===== src/rtl/cube_move_pkg.sv =====
// Shared cube move definitions: face codes, quarter-turn codes,
// the packed move record and the inverse-rotation helper.
package cube_move_pkg;

  localparam int FACE_W = 3;
  localparam int ROT_W  = 2;
  localparam int DEPTH_DEF = 64;

  localparam logic [FACE_W-1:0] FACE_U = 3'd0;
  localparam logic [FACE_W-1:0] FACE_R = 3'd1;
  localparam logic [FACE_W-1:0] FACE_F = 3'd2;
  localparam logic [FACE_W-1:0] FACE_D = 3'd3;
  localparam logic [FACE_W-1:0] FACE_L = 3'd4;
  localparam logic [FACE_W-1:0] FACE_B = 3'd5;

  localparam logic [ROT_W-1:0] ROT_NONE = 2'd0;
  localparam logic [ROT_W-1:0] ROT_CW   = 2'd1;
  localparam logic [ROT_W-1:0] ROT_DBL  = 2'd2;
  localparam logic [ROT_W-1:0] ROT_CCW  = 2'd3;

  typedef struct packed {
    logic [FACE_W-1:0] face;
    logic [ROT_W-1:0]  rot;
  } move_t;

  // (4 - rot) mod 4 is plain two's-complement negation
  function automatic logic [ROT_W-1:0] inv_rot(
    input logic [ROT_W-1:0] r
  );
    logic [ROT_W-1:0] z;
    z = '0;
    return z - r;
  endfunction

endpackage


===== src/rtl/move_rewind_engine_if.sv =====
// Record / request / inverse-move bus of move_rewind_engine.
// master = the engine, slave = driver and move engine side.
interface move_rewind_engine_if #(
  parameter int DEPTH  = 64,
  parameter int FACE_W = 3,
  parameter int ROT_W  = 2
);
  localparam int DW = $clog2(DEPTH) + 1;

  logic              rec_valid;
  logic [FACE_W-1:0] rec_face;
  logic [ROT_W-1:0]  rec_rot;
  logic              undo_req;
  logic              rewind_req;
  logic              abort;
  logic              clear;
  logic              mv_valid;
  logic [FACE_W-1:0] mv_face;
  logic [ROT_W-1:0]  mv_rot;
  logic              mv_ready;
  logic [DW-1:0]     depth;
  logic              empty;
  logic              busy;
  logic              overflow;
  logic              rec_drop;
  logic              done;

  modport master (
    input  rec_valid, rec_face, rec_rot,
    input  undo_req, rewind_req, abort, clear,
    input  mv_ready,
    output mv_valid, mv_face, mv_rot,
    output depth, empty, busy,
    output overflow, rec_drop, done
  );

  modport slave (
    output rec_valid, rec_face, rec_rot,
    output undo_req, rewind_req, abort, clear,
    output mv_ready,
    input  mv_valid, mv_face, mv_rot,
    input  depth, empty, busy,
    input  overflow, rec_drop, done
  );

endinterface


===== src/rtl/move_history_ram.sv =====
// Move history storage: one write port, one registered read port.
// Reads and writes never target the same cycle in normal use.
module move_history_ram #(
  parameter int DEPTH = 64,
  parameter int W     = 5,
  localparam int AW   = $clog2(DEPTH)
) (
  input  logic          clk,
  input  logic          we,
  input  logic [AW-1:0] wa,
  input  logic [W-1:0]  wd,
  input  logic [AW-1:0] ra,
  output logic [W-1:0]  rd
);

  logic [W-1:0] mem [DEPTH];

  // write on request, read the addressed entry every cycle
  always_ff @(posedge clk) begin
    if (we) mem[wa] <= wd;
    rd <= mem[ra];
  end

endmodule


===== src/rtl/move_rewind_engine.sv =====
// Circular LIFO of applied cube moves; replays inverses for undo/rewind.
// Optional RECORD_MERGE_EN folds same-face moves into the top entry.
module move_rewind_engine
  import cube_move_pkg::*;
#(
  parameter int DEPTH  = 64,
  parameter int FACE_W = 3,
  parameter int ROT_W  = 2
) (
  input logic clk,
  input logic rst,
  move_rewind_engine_if.master bus
);

  localparam int AW = $clog2(DEPTH);
  localparam int DW = AW + 1;
  localparam int W  = FACE_W + ROT_W;

  typedef enum logic [1:0] {
    IDLE,
    READ,
    EMIT
  } state_t;

  state_t        state;
  logic [AW-1:0] wr_ptr;
  logic [AW-1:0] rd_addr;
  logic [DW-1:0] depth_q;
  logic          rewind_q;
  logic          mv_valid_q;
  logic          overflow_q;
  logic          rec_drop_q;
  logic          done_q;

  logic          we;
  logic [AW-1:0] wa;
  logic [W-1:0]  wd;
  logic [W-1:0]  rd_data;

  logic req;
  logic rec_ok;
  logic full;

  assign req    = bus.undo_req | bus.rewind_req;
  assign rec_ok = bus.rec_valid && (bus.rec_rot != '0);
  assign full   = (depth_q == DW'(DEPTH));

`ifdef RECORD_MERGE_EN
  // mirror of the top entry; only trusted right after a record
  logic              top_vld;
  logic [FACE_W-1:0] top_face;
  logic [ROT_W-1:0]  top_rot;
  logic              merge;
  logic [ROT_W-1:0]  sum;

  assign merge = top_vld && (depth_q != '0)
              && (bus.rec_face == top_face);
  assign sum   = top_rot + bus.rec_rot;
`endif

  // history write port driven by the IDLE record path
  always_comb begin
    we = 1'b0;
    wa = wr_ptr;
    wd = {bus.rec_face, bus.rec_rot};
    if (state == IDLE && !bus.clear && !req && rec_ok) begin
`ifdef RECORD_MERGE_EN
      if (merge) begin
        we = (sum != '0);
        wa = wr_ptr - AW'(1);
        wd = {bus.rec_face, sum};
      end else begin
        we = 1'b1;
      end
`else
      we = 1'b1;
`endif
    end
  end

  move_history_ram #(
    .DEPTH (DEPTH),
    .W     (W)
  ) u_ram (
    .clk (clk),
    .we  (we),
    .wa  (wa),
    .wd  (wd),
    .ra  (rd_addr),
    .rd  (rd_data)
  );

  // control FSM, pointers, depth and status pulses
  always_ff @(posedge clk) begin
    if (rst) begin
      state      <= IDLE;
      wr_ptr     <= '0;
      rd_addr    <= '0;
      depth_q    <= '0;
      rewind_q   <= 1'b0;
      mv_valid_q <= 1'b0;
      overflow_q <= 1'b0;
      rec_drop_q <= 1'b0;
      done_q     <= 1'b0;
`ifdef RECORD_MERGE_EN
      top_vld    <= 1'b0;
      top_face   <= '0;
      top_rot    <= '0;
`endif
    end else begin
      rec_drop_q <= 1'b0;
      done_q     <= 1'b0;
      if (bus.clear) begin
        state      <= IDLE;
        wr_ptr     <= '0;
        depth_q    <= '0;
        overflow_q <= 1'b0;
        mv_valid_q <= 1'b0;
`ifdef RECORD_MERGE_EN
        top_vld    <= 1'b0;
`endif
      end else begin
        unique case (state)
          IDLE: begin
            if (req) begin
              rec_drop_q <= bus.rec_valid;
              if (depth_q != '0) begin
                rd_addr  <= wr_ptr - AW'(1);
                rewind_q <= bus.rewind_req;
                state    <= READ;
`ifdef RECORD_MERGE_EN
                top_vld  <= 1'b0;
`endif
              end else begin
                done_q <= 1'b1;
              end
            end else if (rec_ok) begin
`ifdef RECORD_MERGE_EN
              if (merge) begin
                if (sum == '0) begin
                  wr_ptr  <= wr_ptr - AW'(1);
                  depth_q <= depth_q - DW'(1);
                  top_vld <= 1'b0;
                end else begin
                  top_rot <= sum;
                end
              end else
`endif
              begin
                wr_ptr <= wr_ptr + AW'(1);
                if (full) overflow_q <= 1'b1;
                else depth_q <= depth_q + DW'(1);
`ifdef RECORD_MERGE_EN
                top_vld  <= 1'b1;
                top_face <= bus.rec_face;
                top_rot  <= bus.rec_rot;
`endif
              end
            end
          end
          READ: begin
            rec_drop_q <= bus.rec_valid;
            if (bus.abort) begin
              state  <= IDLE;
              done_q <= 1'b1;
            end else begin
              state      <= EMIT;
              mv_valid_q <= 1'b1;
            end
          end
          EMIT: begin
            rec_drop_q <= bus.rec_valid;
            if (bus.mv_ready) begin
              wr_ptr     <= wr_ptr - AW'(1);
              depth_q    <= depth_q - DW'(1);
              mv_valid_q <= 1'b0;
              if (rewind_q && depth_q != DW'(1)
                  && !bus.abort) begin
                rd_addr <= rd_addr - AW'(1);
                state   <= READ;
              end else begin
                state  <= IDLE;
                done_q <= 1'b1;
              end
            end else if (bus.abort) begin
              state      <= IDLE;
              mv_valid_q <= 1'b0;
              done_q     <= 1'b1;
            end
          end
          default: state <= IDLE;
        endcase
      end
    end
  end

  // read data is held steady during EMIT since no writes occur
  assign bus.mv_valid = mv_valid_q;
  assign bus.mv_face  = mv_valid_q ? rd_data[W-1:ROT_W] : '0;
  assign bus.mv_rot   = mv_valid_q ? inv_rot(rd_data[ROT_W-1:0]) : '0;
  assign bus.depth    = depth_q;
  assign bus.empty    = (depth_q == '0);
  assign bus.busy     = (state != IDLE);
  assign bus.overflow = overflow_q;
  assign bus.rec_drop = rec_drop_q;
  assign bus.done     = done_q;

endmodule

===== src/flat_wrapper.sv =====
// flat-port wrapper written by rule: the top's interface ports become plain ports
module move_rewind_engine_flat import cube_move_pkg::*;
#(
  parameter int DEPTH  = 64,
  parameter int FACE_W = 3,
  parameter int ROT_W  = 2
)
  (clk, rst, bus_rec_valid, bus_rec_face, bus_rec_rot, bus_undo_req, bus_rewind_req, bus_abort, bus_clear, bus_mv_ready, bus_mv_valid, bus_mv_face, bus_mv_rot, bus_depth, bus_empty, bus_busy, bus_overflow, bus_rec_drop, bus_done);
  move_rewind_engine_if #(.DEPTH(DEPTH), .FACE_W(FACE_W), .ROT_W(ROT_W)) bus_i ();
  input logic clk;
  input logic rst;
  input wire logic [$bits(bus_i.rec_valid)-1:0] bus_rec_valid;
  input wire logic [$bits(bus_i.rec_face)-1:0] bus_rec_face;
  input wire logic [$bits(bus_i.rec_rot)-1:0] bus_rec_rot;
  input wire logic [$bits(bus_i.undo_req)-1:0] bus_undo_req;
  input wire logic [$bits(bus_i.rewind_req)-1:0] bus_rewind_req;
  input wire logic [$bits(bus_i.abort)-1:0] bus_abort;
  input wire logic [$bits(bus_i.clear)-1:0] bus_clear;
  input wire logic [$bits(bus_i.mv_ready)-1:0] bus_mv_ready;
  output wire logic [$bits(bus_i.mv_valid)-1:0] bus_mv_valid;
  output wire logic [$bits(bus_i.mv_face)-1:0] bus_mv_face;
  output wire logic [$bits(bus_i.mv_rot)-1:0] bus_mv_rot;
  output wire logic [$bits(bus_i.depth)-1:0] bus_depth;
  output wire logic [$bits(bus_i.empty)-1:0] bus_empty;
  output wire logic [$bits(bus_i.busy)-1:0] bus_busy;
  output wire logic [$bits(bus_i.overflow)-1:0] bus_overflow;
  output wire logic [$bits(bus_i.rec_drop)-1:0] bus_rec_drop;
  output wire logic [$bits(bus_i.done)-1:0] bus_done;
  assign bus_i.rec_valid = bus_rec_valid;
  assign bus_i.rec_face = bus_rec_face;
  assign bus_i.rec_rot = bus_rec_rot;
  assign bus_i.undo_req = bus_undo_req;
  assign bus_i.rewind_req = bus_rewind_req;
  assign bus_i.abort = bus_abort;
  assign bus_i.clear = bus_clear;
  assign bus_i.mv_ready = bus_mv_ready;
  assign bus_mv_valid = bus_i.mv_valid;
  assign bus_mv_face = bus_i.mv_face;
  assign bus_mv_rot = bus_i.mv_rot;
  assign bus_depth = bus_i.depth;
  assign bus_empty = bus_i.empty;
  assign bus_busy = bus_i.busy;
  assign bus_overflow = bus_i.overflow;
  assign bus_rec_drop = bus_i.rec_drop;
  assign bus_done = bus_i.done;
  move_rewind_engine #(.DEPTH(DEPTH), .FACE_W(FACE_W), .ROT_W(ROT_W)) u_core (.clk(clk), .rst(rst), .bus(bus_i));
endmodule

===== config.mk =====
export PLATFORM = sky130hd
export DESIGN_NAME = move_rewind_engine_flat
export DESIGN_NICKNAME = d
export VERILOG_FILES = /design/src/rtl/cube_move_pkg.sv /design/src/rtl/move_rewind_engine_if.sv /design/src/rtl/move_history_ram.sv /design/src/rtl/move_rewind_engine.sv /design/src/flat_wrapper.sv
export SDC_FILE = /design/constraint.sdc
export NUM_CORES = 1
export LEC_CHECK = 0
export CORE_ASPECT_RATIO = 1.2
export CORE_MARGIN = 2
export CORE_UTILIZATION = 30
export CTS_BUF_LIST = sky130_fd_sc_hd__clkbuf_4 sky130_fd_sc_hd__clkbuf_8
export DETAILED_ROUTE_END_ITERATION = 12
export MAX_ROUTING_LAYER = met4
export SKIP_CTS_REPAIR_TIMING = 1
export SLEW_MARGIN = 20
export SYNTH_ARGS = -nofsm -noshare
export SYNTH_HDL_FRONTEND = slang
export SYNTH_SLANG_ARGS = --single-unit

===== constraint.sdc =====
create_clock -name clk -period 4.3 [get_ports clk]
set_input_delay 0.645 -clock clk [delete_from_list [all_inputs] [get_ports clk]]
set_output_delay 0.645 -clock clk [all_outputs]
set_load 0.02 [all_outputs]

==> run summary, run 1 <==
Max-cap violation count: 0
Switching Fraction: 0.2184
Io pins: 31
Worst Setup Path Type: reg -> out
Reg clk slew, reported paths: 0.07 ns
Syn Std Cell Area: 14450 sq um
Startpoint types: flip-flop
Dpl cell area: 15370 sq um
Deepest clock path buffer count: 3
Fin. max-slew vios: 0
Port Buffers: 30
Critical Path Fanout Max: 8
Sequential fraction of the synthesis area: 0.7079
Power per cell area: 414.8 nW/um^2
Post-DP HPWL: 21250 microns
Leak Pwr: 4.892 nW
Remaining DRCs: 0
Most common cell after layout, fill and taps aside: edfxtp_1
Fill cell count: 4558
Post-route ant nets: 0
Internal power: 5.332 mW
Initial Util: 0.3024
Post-synthesis net count: 875
Worst-Skew Late Latency: 0.60 ns
CP peak stage delay: 0.69 ns
Pre-CTS WS: 0.7945 ns
Vias in the first global route: 8179
Setup TNS: 0 ns
Hold Path Class: in -> reg
Post-synth EDFFs: 320
Run status: completed
Top delay family on crit path: simple AND/OR/NAND/NOR gates
Syn Area/Cell: 16.98 sq um
Post-synth cell types: 58
Via/cell ratio: 4.980
RSZ-0062 raised after global routing: no
Fin. Hold Viols: 0
First-pass GRT wire length: 50560 microns
Total track usage: 0.1396
Std cell rows: 88
Crit share post-route: 0.7229
Critical-path cell list: or4_1 -> nor2_1 -> clkdlybuf4s50_1
CTS tree: yes
Crit end category: output port
Flop pwr share: 0.553
Worst endpoint data arrival time: 2.46 ns
Largest net degree at the start of global routing: 65
H-tree depth reported by CTS: 2
Die area: 49950 sq um
Diode count: 0
Commonest non-fill, non-tap cells in the layout: edfxtp_1, nor2_1, mux4_2
Length of the first detailed-routing pass in iterations: 5
Share of synthesized registers carrying an async set or reset: 0
Vias: 7848
Gp weighted congestion: 0.8068
Drt wl/cell: 21.31 microns
Comb pwr share: 0.044
Relative slew slack: 0.3218
Clock share of power: 0.403
# clock sinks: 351
Die X: 204.3 microns
Final worst setup slack: 1.191 ns
Fmax: 0.3217 GHz
Critical path data required time: 3.65 ns
CP bufs+invs: 1
Skew final: 0.02157 ns
Fin area: 16450 sq um
Crit-path slowest cell: or4_1
Synth warnings: 0
Worst vdd ir: 159.8 uV
Primary FF master, synth: edfxtp_1
CORE AREA: 47790 sq um
Chip height: 244.4 microns
Setup violators final: 0
Final wirelength: 33590 microns
Synth Instances: 851
Root Buffer: clkbuf_8
Grt ovf: 0
Minimum clock period: 3.109 ns
Initial antenna violation count: 0
Flops & latches, synth: 351
Nets: 927
Synth-to-layout area growth: 13.81%
Net Switching: 1.490 mW
Fraction of layout cells with a size suffix above 1: 0.2051
Iter 0 DRT Violations: 792
Num CTS Buffers: 53
Slew @ Worst Pin: 1.017 ns
-- path summary, 6_finish.rpt --
| kind | startpoint | end | slack, ns | cells after the start |
|---|---|---|---|---|
| max | u_core.bus.depth[2] | bus_empty | 1.19 | 3 |
| min | bus_rec_rot[1] | u_core.u_ram.mem[43][1] | 0.44 | 1 |
| max reg2reg | u_core.rd_addr[0] | u_core.u_ram.rd[3] | 1.22 | 6 |
| min reg2reg | u_core.bus.overflow | u_core.bus.overflow | 0.50 | 2 |
-- final cells by class --
type	count	area (sq um)	share of cell area
Clock buffer	77	947.2	0.05759
Clock inverter	21	125.1	0.007608
Inverter	13	48.80	0.002967
Multi-Input combinational cell	439	3911	0.2378
Sequential cell	351	10240	0.6225
Tap cell	630	788.3	0.04793
Timing Repair Buffer	45	387.9	0.02358
-- per-layer routing --
| layer | wire length, microns | GRT usage | up-vias |
|---|---|---|---|
| met2 | 16870 | 0.2318 | 248 |
| met3 | 1745 | 0.02359 | 84 |
| met1 | 13740 | 0.1696 | 4018 |
| met5 | 0 | - | - |
| li1 | - | - | 3498 |
| met4 | 1225 | 0.05499 | 0 |
-- registers in the layout (all words and copies together), names as in the netlist, 2 cells and up --
register / count
u_core.state: 2
u_core.wa: 6
u_core.u_ram.mem: 320
u_core.u_ram.rd: 5
u_core.rd_addr: 6
u_core.bus.depth: 7
-- cell families (layout without fill, tap and decap cells) --
| logic type | count (synthesis) | count (layout) | synth area share |
|---|---|---|---|
| xor+xnor | 7 | 7 | 0.004243 |
| buf+inv | 61 | 156 | 0.02139 |
| compound gates | 110 | 110 | 0.05100 |
| simple gates | 216 | 216 | 0.06979 |
| flops | 351 | 351 | 0.7079 |
| fa+ha+maj | 11 | 11 | 0.009524 |
| mux | 95 | 95 | 0.1361 |
-- power by group through the flow --
stage                     Combinational (mW)  Clock, mW  Sequential (mW)
final                                  0.299       2.75             3.77
after global routing                   0.323       2.97             3.77
after CTS                              0.303       2.80             3.77
after detailed placement               0.302          0             3.84
after global placement                 0.302          0             3.84
after floorplan                        0.196          0             3.81
-- per-stage QoR --
step / power, mW / hold WS, ns / utilization / std cells
2_1_floorplan: 4.009 / 0.4687 / - / 851
3_3_place_gp: 4.146 / 0.4713 / 0.3217 / 1478
3_5_place_dp: 4.147 / 0.4720 / 0.3217 / 1478
4_1_cts: 6.874 / 0.4196 / 0.3442 / 1576
5_1_grt: 7.063 / 0.4095 / 0.3442 / 1576
6_report: 6.822 / 0.4388 / 0.3442 / 1576
-- Yosys cell counts, types with 4 or more instances --
cell / n / area share
a211oi_1: 4 / 0.0021
a21oi_1: 28 / 0.0097
a22o_1: 8 / 0.0048
and2_1: 7 / 0.0030
buf_1: 7 / 0.0018
buf_2: 8 / 0.0028
buf_6: 6 / 0.0047
clkbuf_1: 23 / 0.0060
dfxtp_1: 31 / 0.043
edfxtp_1: 320 / 0.66
ha_1: 11 / 0.0095
inv_1: 13 / 0.0034
mux2_2: 4 / 0.0031
mux2i_1: 12 / 0.0083
mux4_1: 6 / 0.011
mux4_2: 73 / 0.11
nand2_1: 37 / 0.0096
nand2b_1: 11 / 0.0048
nand3_1: 8 / 0.0028
nor2_1: 107 / 0.028
nor2b_1: 7 / 0.0030
nor3_1: 4 / 0.0014
nor4_1: 5 / 0.0022
o21a_1: 4 / 0.0021
o21ai_0: 20 / 0.0069
o221ai_1: 7 / 0.0042
o22ai_1: 11 / 0.0048
o31ai_1: 4 / 0.0021
o32ai_1: 4 / 0.0024
or3_1: 9 / 0.0039
or3b_2: 5 / 0.0030
or4_1: 5 / 0.0026
xnor2_1: 5 / 0.0030
(Power assumes the default switching activity.)
==> run 2: changes to the inputs <==
==> constraint.sdc (replaced) <==
create_clock -name clk -period 2.84 [get_ports clk]
set_input_delay 0.426 -clock clk [delete_from_list [all_inputs] [get_ports clk]]
set_output_delay 0.426 -clock clk [all_outputs]
set_load 0.02 [all_outputs]
==> run 2 against run 1 <==
Register-to-register slack lost 0.97 ns. Setup slack got worse by 1.0 ns. Combinational power increased by 71%. Clock power is 54% higher. Largest power group unchanged.
==> run summary, run 2 (synthesis results as in run 1) <==
Gp weighted congestion: 0.8068 (unchanged)
CP peak stage delay: 0.65 ns (was 0.69 ns)
Total track usage: 0.1387 (was 0.1396)
Reg clk slew, reported paths: 0.07 ns (about the same)
Setup TNS: 0 ns (unchanged)
Run status: completed (unchanged)
Flip-flop count of the largest register after layout: 320 (unchanged)
# clock sinks: 351 (unchanged)
Via/cell ratio: 4.910 (was 4.980)
RSZ-0062 raised after global routing: no (unchanged)
Initial Util: 0.3024 (unchanged)
Leak Pwr: 5.296 nW (was 4.892 nW)
Slew @ Worst Pin: 0.7908 ns (was 1.017 ns)
Root Buffer: clkbuf_8 (unchanged)
Deepest clock path buffer count: 3 (unchanged)
Fin. Hold Viols: 0 (unchanged)
Startpoint types: flip-flop (unchanged)
Final worst setup slack: 0.1866 ns (was 1.191 ns)
H-tree depth reported by CTS: 2 (unchanged)
Worst vdd ir: 313.0 uV (was 159.8 uV)
Max-cap violation count: 0 (unchanged)
Remaining DRCs: 0 (unchanged)
Worst Setup Path Type: reg -> out (unchanged)
Worst-Skew Late Latency: 0.59 ns (was 0.60 ns)
Hold Path Class: in -> reg (unchanged)
Io pins: 31 (unchanged)
Fin. max-slew vios: 0 (unchanged)
Vias in the first global route: 8121 (was 8179)
Vias: 8077 (was 7848)
Register with the most flip-flops: u_core.u_ram.mem (unchanged)
Die area: 49950 sq um (unchanged)
Power per cell area: 611.7 nW/um^2 (was 414.8 nW/um^2)
Crit-path slowest cell: clkdlybuf4s50_1 (was or4_1)
Port Buffers: 30 (unchanged)
Minimum clock period: 2.653 ns
CORE AREA: 47790 sq um (unchanged)
Post-DP HPWL: 22300 microns (was 21250 microns)
Chip height: 244.4 microns (unchanged)
Length of the first detailed-routing pass in iterations: 5 (unchanged)
Post-route ant nets: 0 (unchanged)
Crit end category: output port (unchanged)
Final wirelength: 33860 microns (was 33590 microns)
Critical-path cell list: inv_1 -> ha_1 -> inv_1 -> clkdlybuf4s50_1 (was or4_1 -> nor2_1 -> clkdlybuf4s50_1)
CTS tree: yes (unchanged)
Fmax: 0.3769 GHz
Worst endpoint data arrival time: 2.23 ns (was 2.46 ns)
Iter 0 DRT Violations: 657 (was 792)
First-pass GRT wire length: 50440 microns (was 50560 microns)
Most used cell, CP: inv_1
Most common cell after layout, fill and taps aside: edfxtp_1 (unchanged)
Crit share post-route: 0.9343
Relative slew slack: 0.4728 (was 0.3218)
Fill cell count: 4499 (was 4558)
Commonest non-fill, non-tap cells in the layout: edfxtp_1, nor2_1, buf_4 (was edfxtp_1, nor2_1, mux4_2)
Fraction of layout cells with a size suffix above 1: 0.2604 (was 0.2051)
Critical Path Fanout Max: 9 (was 8)
Pre-CTS WS: 0.006410 ns (was 0.7945 ns)
Hold WS: 0.2483 ns (was 0.4388 ns)
Critical path data required time: 2.41 ns (was 3.65 ns)
Synth-to-layout area growth: 18.09% (was 13.81%)
Setup violators final: 0 (unchanged)
Drt wl/cell: 20.58 microns (was 21.31 microns)
Nets: 998 (was 927)
Die X: 204.3 microns (unchanged)
Grt ovf: 0 (unchanged)
Skew final: 0.01895 ns (was 0.02157 ns)
Num CTS Buffers: 51 (was 53)
Std cell rows: 88 (unchanged)
Largest net degree at the start of global routing: 65 (unchanged)
Initial antenna violation count: 2 (was 0)
==> run 2: stage by stage <==
step                utilization  instance area (sq um)  power [mW]  std cells
CTS                      0.3569                  17060       10.54       1644
global route             0.3571                  17060       10.77       1645
floorplan                     -                  14450       6.070        851
global placement         0.3345                  15980       6.312       1551
detailed placement       0.3345                  15980       6.318       1551
finish                   0.3571                  17060       10.44       1645
==> run 2: final timing paths <==
| kind | slack (ns) | from | cells after the start | to |
|---|---|---|---|---|
| worst max register to register | 0.25 | u_core.rd_addr[0] | 6 | u_core.u_ram.rd[3] |
| worst min-delay path | 0.25 | bus_rec_face[2] | 1 | u_core.u_ram.mem[47][4] |
| worst max-delay path | 0.19 | u_core.state[0] | 4 | bus_busy |
| worst min register to register | 0.50 | u_core.bus.overflow | 2 | u_core.bus.overflow |
==> run 2: worst max-delay path: cells and delay by family, from the launching register on <==
kind / cells / cell delay (ns)
DFF: 1 / 0.38
buffers and inverters: 3 / 0.97
adders and majority gates: 1 / 0.30
==> run 2: final cells by class <==
| class | count | area [sq um] | area share |
|---|---|---|---|
| flip-flops and latches | 351 | 10240 | 0.5999 |
| multi-input cells | 439 | 3915 | 0.2294 |
| repair buffers | 118 | 1001 | 0.05866 |
| clock buffers | 67 | 822.0 | 0.04817 |
| well taps | 630 | 788.3 | 0.04619 |
| clock inverters | 26 | 249.0 | 0.01459 |
| inverters | 13 | 48.80 | 0.002860 |
| diodes | 1 | 2.502 | 0.0001466 |
==> run 2: layer usage <==
layer  track usage  part of all wire  up-vias
li1              -                 -     3635
met5             -                 0        -
met3       0.02092             0.055       63
met4       0.05371             0.033        0
met1        0.1700              0.41     4101
met2        0.2311              0.51      278
==> run 2: power by group <==
group | internal, mW | switching, mW | total [mW]
Sequential | 5.65 | 0.0388 | 5.69
Clock | 2.35 | 1.88 | 4.24
Combinational | 0.214 | 0.298 | 0.512
Total | 8.22 | 2.22 | 10.4
==> run 3: changes to the inputs <==
--- a/config.mk
+++ b/config.mk
@@ -15,4 +15,5 @@
 export SLEW_MARGIN = 20
 export SYNTH_ARGS = -nofsm -noshare
 export SYNTH_HDL_FRONTEND = slang
+export SYNTH_HIERARCHICAL = 1
 export SYNTH_SLANG_ARGS = --single-unit
==> run 3 against run 2 <==
Clock skew up 0.011 ns. Register-to-register slack better by 0.04 ns. Sequential power about the same. First-iteration DRC count up 4.1%. Global-route usage down 0.19 points. Non-clock buffer count up 16. Cell count up 0.61%. Wire length down 4.4%. Sequential share of layout area down 0.84 points. Clock-buffer cell count up 23. Combinational power down 16%. Largest cell class unchanged. Largest power group unchanged.
==> run summary, run 3 <==
Io pins: 31 (unchanged)
Worst-Skew Late Latency: 0.63 ns (was 0.59 ns)
Remaining DRCs: 0 (unchanged)
# clock sinks: 351 (unchanged)
Run status: completed (unchanged)
Num CTS Buffers: 56 (was 51)
Reg2Reg Depth: 5 (was 6)
Post-synth cell types: 63 (was 58)
Compound-Gate Fraction of Synth Area: 0.03956 (was 0.05100)
Post-route ant nets: 0 (unchanged)
Top cell type by total area after synthesis: edfxtp_1 (unchanged)
Sequential fraction of the synthesis area: 0.7047 (was 0.7079)
Startpoint types: flip-flop (unchanged)
Fill cell count: 4474 (was 4499)
Commonest non-fill, non-tap cells in the layout: edfxtp_1, buf_4, nor2_1 (was edfxtp_1, nor2_1, buf_4)
Crit share post-route: 0.9329 (was 0.9343)
Post-synthesis xor/xnor area fraction: 0.01086 (was 0.004243)
Die X: 204.8 microns (was 204.3 microns)
Post-synth top area share: 0.6620 (was 0.6650)
Syn Area/Cell: 17.49 sq um (was 16.98 sq um)
Commonest cells in the netlist: edfxtp_1, nor2_1, mux4_2, dfxtp_1, nand2_1 (was edfxtp_1, nor2_1, mux4_2, nand2_1, dfxtp_1)
CP bufs+invs: 1 (was 3)
Setup violators final: 0 (unchanged)
Final wirelength: 32380 microns (was 33860 microns)
Proportion of synthesized area in mux cells: 0.1446 (was 0.1361)
Length of the first detailed-routing pass in iterations: 5 (unchanged)
Synth-to-layout area growth: 19.24% (was 18.09%)
CP Depth: 3 (was 4)
Synth Instances: 830 (was 851)
Top delay family on crit path: buffers and inverters (unchanged)
Register area: 10240 sq um (about the same)
Most common cell after layout, fill and taps aside: edfxtp_1 (unchanged)
Synth Area in Adders: 0.009481 (was 0.009525)
Syn Std Cell Area: 14520 sq um (was 14450 sq um)
Leak Pwr: 5.545 nW (was 5.296 nW)
Iter 0 DRT Violations: 684 (was 657)
Primary FF master, synth: edfxtp_1 (unchanged)
Initial antenna violation count: 1 (was 2)
Nets: 1000 (was 998)
Via/cell ratio: 4.808 (was 4.910)
Critical path data required time: 2.41 ns (about the same)
Vias in the first global route: 8351 (was 8121)
Fin. max-slew vios: 0 (unchanged)
Post-synth EDFFs: 320 (unchanged)
Vias: 7957 (was 8077)
Gp weighted congestion: 0.7899 (was 0.8068)
Power per cell area: 603.8 nW/um^2 (was 611.7 nW/um^2)
Relative slew slack: 0.4920 (was 0.4728)
Pre-CTS WS: -0.1039 ns (was 0.006410 ns)
Setup TNS: 0 ns (unchanged)
Fin. Hold Viols: 0 (unchanged)
Most frequent cell after synthesis: edfxtp_1 (unchanged)
Deepest clock path buffer count: 3 (unchanged)
Crit end category: output port (unchanged)
Initial Util: 0.3031 (was 0.3024)
Simple-Gate Fraction of Synth Area: 0.06697 (was 0.06979)
Top post-synthesis cells by area: edfxtp_1, mux4_2, dfxtp_1 (unchanged)
Max-cap violation count: 0 (unchanged)
Register with the most flip-flops: u_core/u_ram/mem (was u_core.u_ram.mem)
CORE AREA: 47900 sq um (was 47790 sq um)
Post-synthesis net count: 854 (was 875)
Largest family of logic cells by synthesized area: multiplexers (unchanged)
Minimum clock period: 2.649 ns (was 2.653 ns)
Worst vdd ir: 316.3 uV (was 313.0 uV)
Port Buffers: 30 (unchanged)
CTS tree: yes (unchanged)
Crit-path slowest cell: clkdlybuf4s50_1 (unchanged)
Non-filler cells, final: 1655 (was 1645)
RSZ-0062 raised after global routing: no (unchanged)
Placed Cells: 1548 (was 1551)
Post-DP HPWL: 20470 microns (was 22300 microns)
Fraction of layout cells with a size suffix above 1: 0.2933 (was 0.2604)
Skew final: 0.03028 ns (was 0.01895 ns)
Hold Path Class: in -> reg (unchanged)
Total track usage: 0.1369 (was 0.1387)
Final worst setup slack: 0.1905 ns (was 0.1866 ns)
H-tree depth reported by CTS: 2 (unchanged)
Drt wl/cell: 19.56 microns (was 20.58 microns)
Hold WS: 0.3525 ns (was 0.2483 ns)
Root Buffer: clkbuf_8 (unchanged)
Chip height: 245.0 microns (was 244.4 microns)
Flip-flop count of the largest register after layout: 320 (unchanged)
Area of the multi-input gates: 3956 sq um (was 3915 sq um)
Std cell rows: 88 (unchanged)
Grt ovf: 0 (unchanged)
Flops & latches, synth: 351 (unchanged)
Reg clk slew, reported paths: 0.06 ns (was 0.07 ns)
Hold path depth: 1 (unchanged)
Share of synthesized registers carrying an async set or reset: 0 (unchanged)
Worst Setup Path Type: reg -> out (unchanged)
Fmax: 0.3774 GHz (was 0.3769 GHz)
Worst endpoint data arrival time: 2.22 ns (was 2.23 ns)
Critical Path Fanout Max: 8 (was 9)
First-pass GRT wire length: 50340 microns (was 50440 microns)
Slew @ Worst Pin: 0.7620 ns (was 0.7908 ns)
Layout Utilization: 0.3614 (was 0.3571)
Die area: 50170 sq um (was 49950 sq um)
Synth warnings: 6 (was 0)
Critical-path cell list: nor4_4 -> and3_1 -> clkdlybuf4s50_1 (was inv_1 -> ha_1 -> inv_1 -> clkdlybuf4s50_1)
CP peak stage delay: 0.61 ns (was 0.65 ns)
Largest net degree at the start of global routing: 65 (unchanged)
-- run 3: final cells by class --
class / instances / share of cell area
repair buffers: 134 / 0.06390
well taps: 630 / 0.04554
diodes: 2 / 0.0002891
inverters: 16 / 0.003470
clock inverters: 15 / 0.004915
clock buffers: 90 / 0.06180
multi-input cells: 417 / 0.2286
flip-flops and latches: 351 / 0.5915
-- run 3: cell families after synthesis --
logic type / Yosys count
AO/OA/AOI/OAI: 83
AND/OR/NAND/NOR: 202
multiplexers: 103
buffers and inverters: 62
flip-flops: 351
adder cells (fa/ha/maj): 11
XOR/XNOR: 18
-- run 3: layer usage --
layer | vias up | wire length (microns) | track usage
met2 | 234 | 16180 | 0.2218
met1 | 4054 | 13670 | 0.1705
met5 | - | 0 | -
li1 | 3612 | - | -
met4 | 0 | 818 | 0.05136
met3 | 57 | 1712 | 0.02562
-- run 3: path summary, 6_finish.rpt --
check                      start                     end  slack (ns)
max          u_core/bus.depth[3]               bus_empty        0.19
min              bus_rec_face[0]  u_core/u_ram/mem[2][2]        0.35
max reg2reg    u_core/rd_addr[0]      u_core/u_ram/rd[4]        0.29
min reg2reg  u_core/bus.overflow     u_core/bus.overflow        0.48
-- run 3: metrics by stage --
stage / instance area, sq um / total power [mW]
2_1_floorplan: 14520 / 6.031
3_3_place_gp: 16130 / 6.230
3_5_place_dp: 16130 / 6.232
4_1_cts: 17290 / 10.58
5_1_grt: 17310 / 10.85
6_report: 17310 / 10.45
-- run 3: report_power, final --
group	total, mW	switching, mW	leakage [nW]	internal [mW]
clock	4.33	1.94	0.624	2.40
combinational	0.429	0.248	1.79	0.181
sequential	5.69	0.0388	3.13	5.65
==> edit (flow settings as in run 2) <==
Add a define of `RECORD_MERGE_EN`.
--- a/src/rtl/move_rewind_engine.sv
+++ b/src/rtl/move_rewind_engine.sv
@@ -1,5 +1,7 @@
 // Circular LIFO of applied cube moves; replays inverses for undo/rewind.
 // Optional RECORD_MERGE_EN folds same-face moves into the top entry.
+`define RECORD_MERGE_EN
+
 module move_rewind_engine
   import cube_move_pkg::*;
 #(
Behaviour: not the same (a bounded check fails within 4 cycles, from zero or initial values and one cycle with rst high).
==> edit against run 2 <==
Total power increased by 2.2%; first-iteration DRC count increased by 14%; final cell count increased by 18%; wire length increased by 17%; critical path depth increased by 3; area after synthesis increased by 9.0%; count of clock-buffer cells in the layout increased by 9; global-route usage increased by 1.3 points; hold slack improved by 240 ps; cell area increased by 12%; worst setup slack got worse by 170 ps; synthesized cell count increased by 19%; sequential cell count increased by 6; critical path type is now reg -> reg; critical endpoint is now u_core.u_ram.mem[50][0].
==> edit: results (changes against run 2) <==
{| class="wikitable"
! Metric !! Value
|-
| Outcome || complete, no violations
|-
| Power in the clock group || 4.50 mW (+6.1%)
|-
| Worst hold path cell count || 2 (+1)
|-
| Highest cell delay on the worst timing path || 680 ps (+30 ps)
|-
| Crit path capture || u_core.u_ram.mem[50][0]
|-
| Peak supply drop || 329 µV (+5.0%)
|-
| Placer congestion estimate || 0.860 (+6.6%)
|-
| Final critical delay including setup and external delays || 2820 ps (+166 ps)
|-
| Arrival time reported for the critical path endpoint || 3050 ps (+820 ps)
|-
| Fraction of the mapped netlist area in compound gates || 0.0690 (+0.0180)
|-
| Internal Pwr Total || 8.40 mW (+2.2%)
|-
| Share of final-layout standard cells stronger than drive strength 1 || 0.292 (+0.0312)
|-
| CP max-delay cell || sky130_fd_sc_hd__nor3_1
|-
| Worst skew pair latency || 620 ps (+30 ps)
|-
| Proportion of synthesized area in mux cells || 0.138 (+0.00166)
|-
| Routed wire length per instance || 20.6 µm (about the same)
|-
| Net Sw Frac || 0.213 (about the same)
|-
| Capture instance of the worst register-to-register path || u_core.u_ram.mem[50][0]
|-
| Count of fill cells added during filler insertion || 5009 (+11%)
|-
| Hold EP || u_core.bus.overflow
|-
| Reg2Reg Launch Point || u_core.wr_ptr[1]
|-
| Leakage power summed over all cells || 6.10 nW (+15%)
|-
| Tightest hold margin || 483 ps (+235 ps)
|-
| Cell Count Post-Placement || 1829 (+18%)
|-
| Initial antenna violation count || 0 (-2)
|-
| Type of the most critical hold path || reg -> reg
|-
| Post-synthesis cell count || 1011 (+19%)
|-
| Adder-Cell Fraction of Synth Area || 0.00953 (about the same)
|-
| Post-Synth XOR/XNOR Area || 0.0109 (+0.00664)
|-
| Layout Skew || 37.4 ps (+18.5 ps)
|-
| Minimum setup slack among reg-to-reg paths || 20 ps (-230 ps)
|-
| Post-DP HPWL || 26700 µm (+20%)
|-
| Power Combinational || 0.428 mW (-16%)
|-
| Cts bufs inserted || 56 (+9.8%)
|-
| Pin count of the biggest net entering global routing || 66 (+1.5%)
|-
| Largest delay contributor family on the critical path || simple AND/OR/NAND/NOR gates
|}
## edit: cell types whose count changed after synthesis, sizes merged, moves of 8 or more
| cell | before | now |
|---|---|---|
| a22o | 8 | 0 |
| a31oi | 0 | 29 |
| buf | 24 | 41 |
| mux2i | 12 | 66 |
| mux4 | 79 | 65 |
| nand2 | 37 | 56 |
| nand3 | 8 | 25 |
| nand4 | 2 | 17 |
| nor2 | 107 | 42 |
| nor3 | 4 | 71 |
## edit: final cells by class
type,instances,area (µm²),area share
Sequential cell,357,10400,0.542
Multi-Input combinational cell,569,5070,0.265
Timing Repair Buffer,183,1560,0.0818
Clock buffer,76,940,0.0492
Tap cell,705,882,0.0462
Clock inverter,28,229,0.0120
Inverter,15,57.6,0.00301
## edit: layer usage
metal  vias to the layer above  wire (µm)  GRT usage
met2                       261      20400      0.257
met5                         -          0          -
met3                        80       1810     0.0239
li1                       4363          -          -
met1                      4792      16100      0.181
met4                         0       1430     0.0605
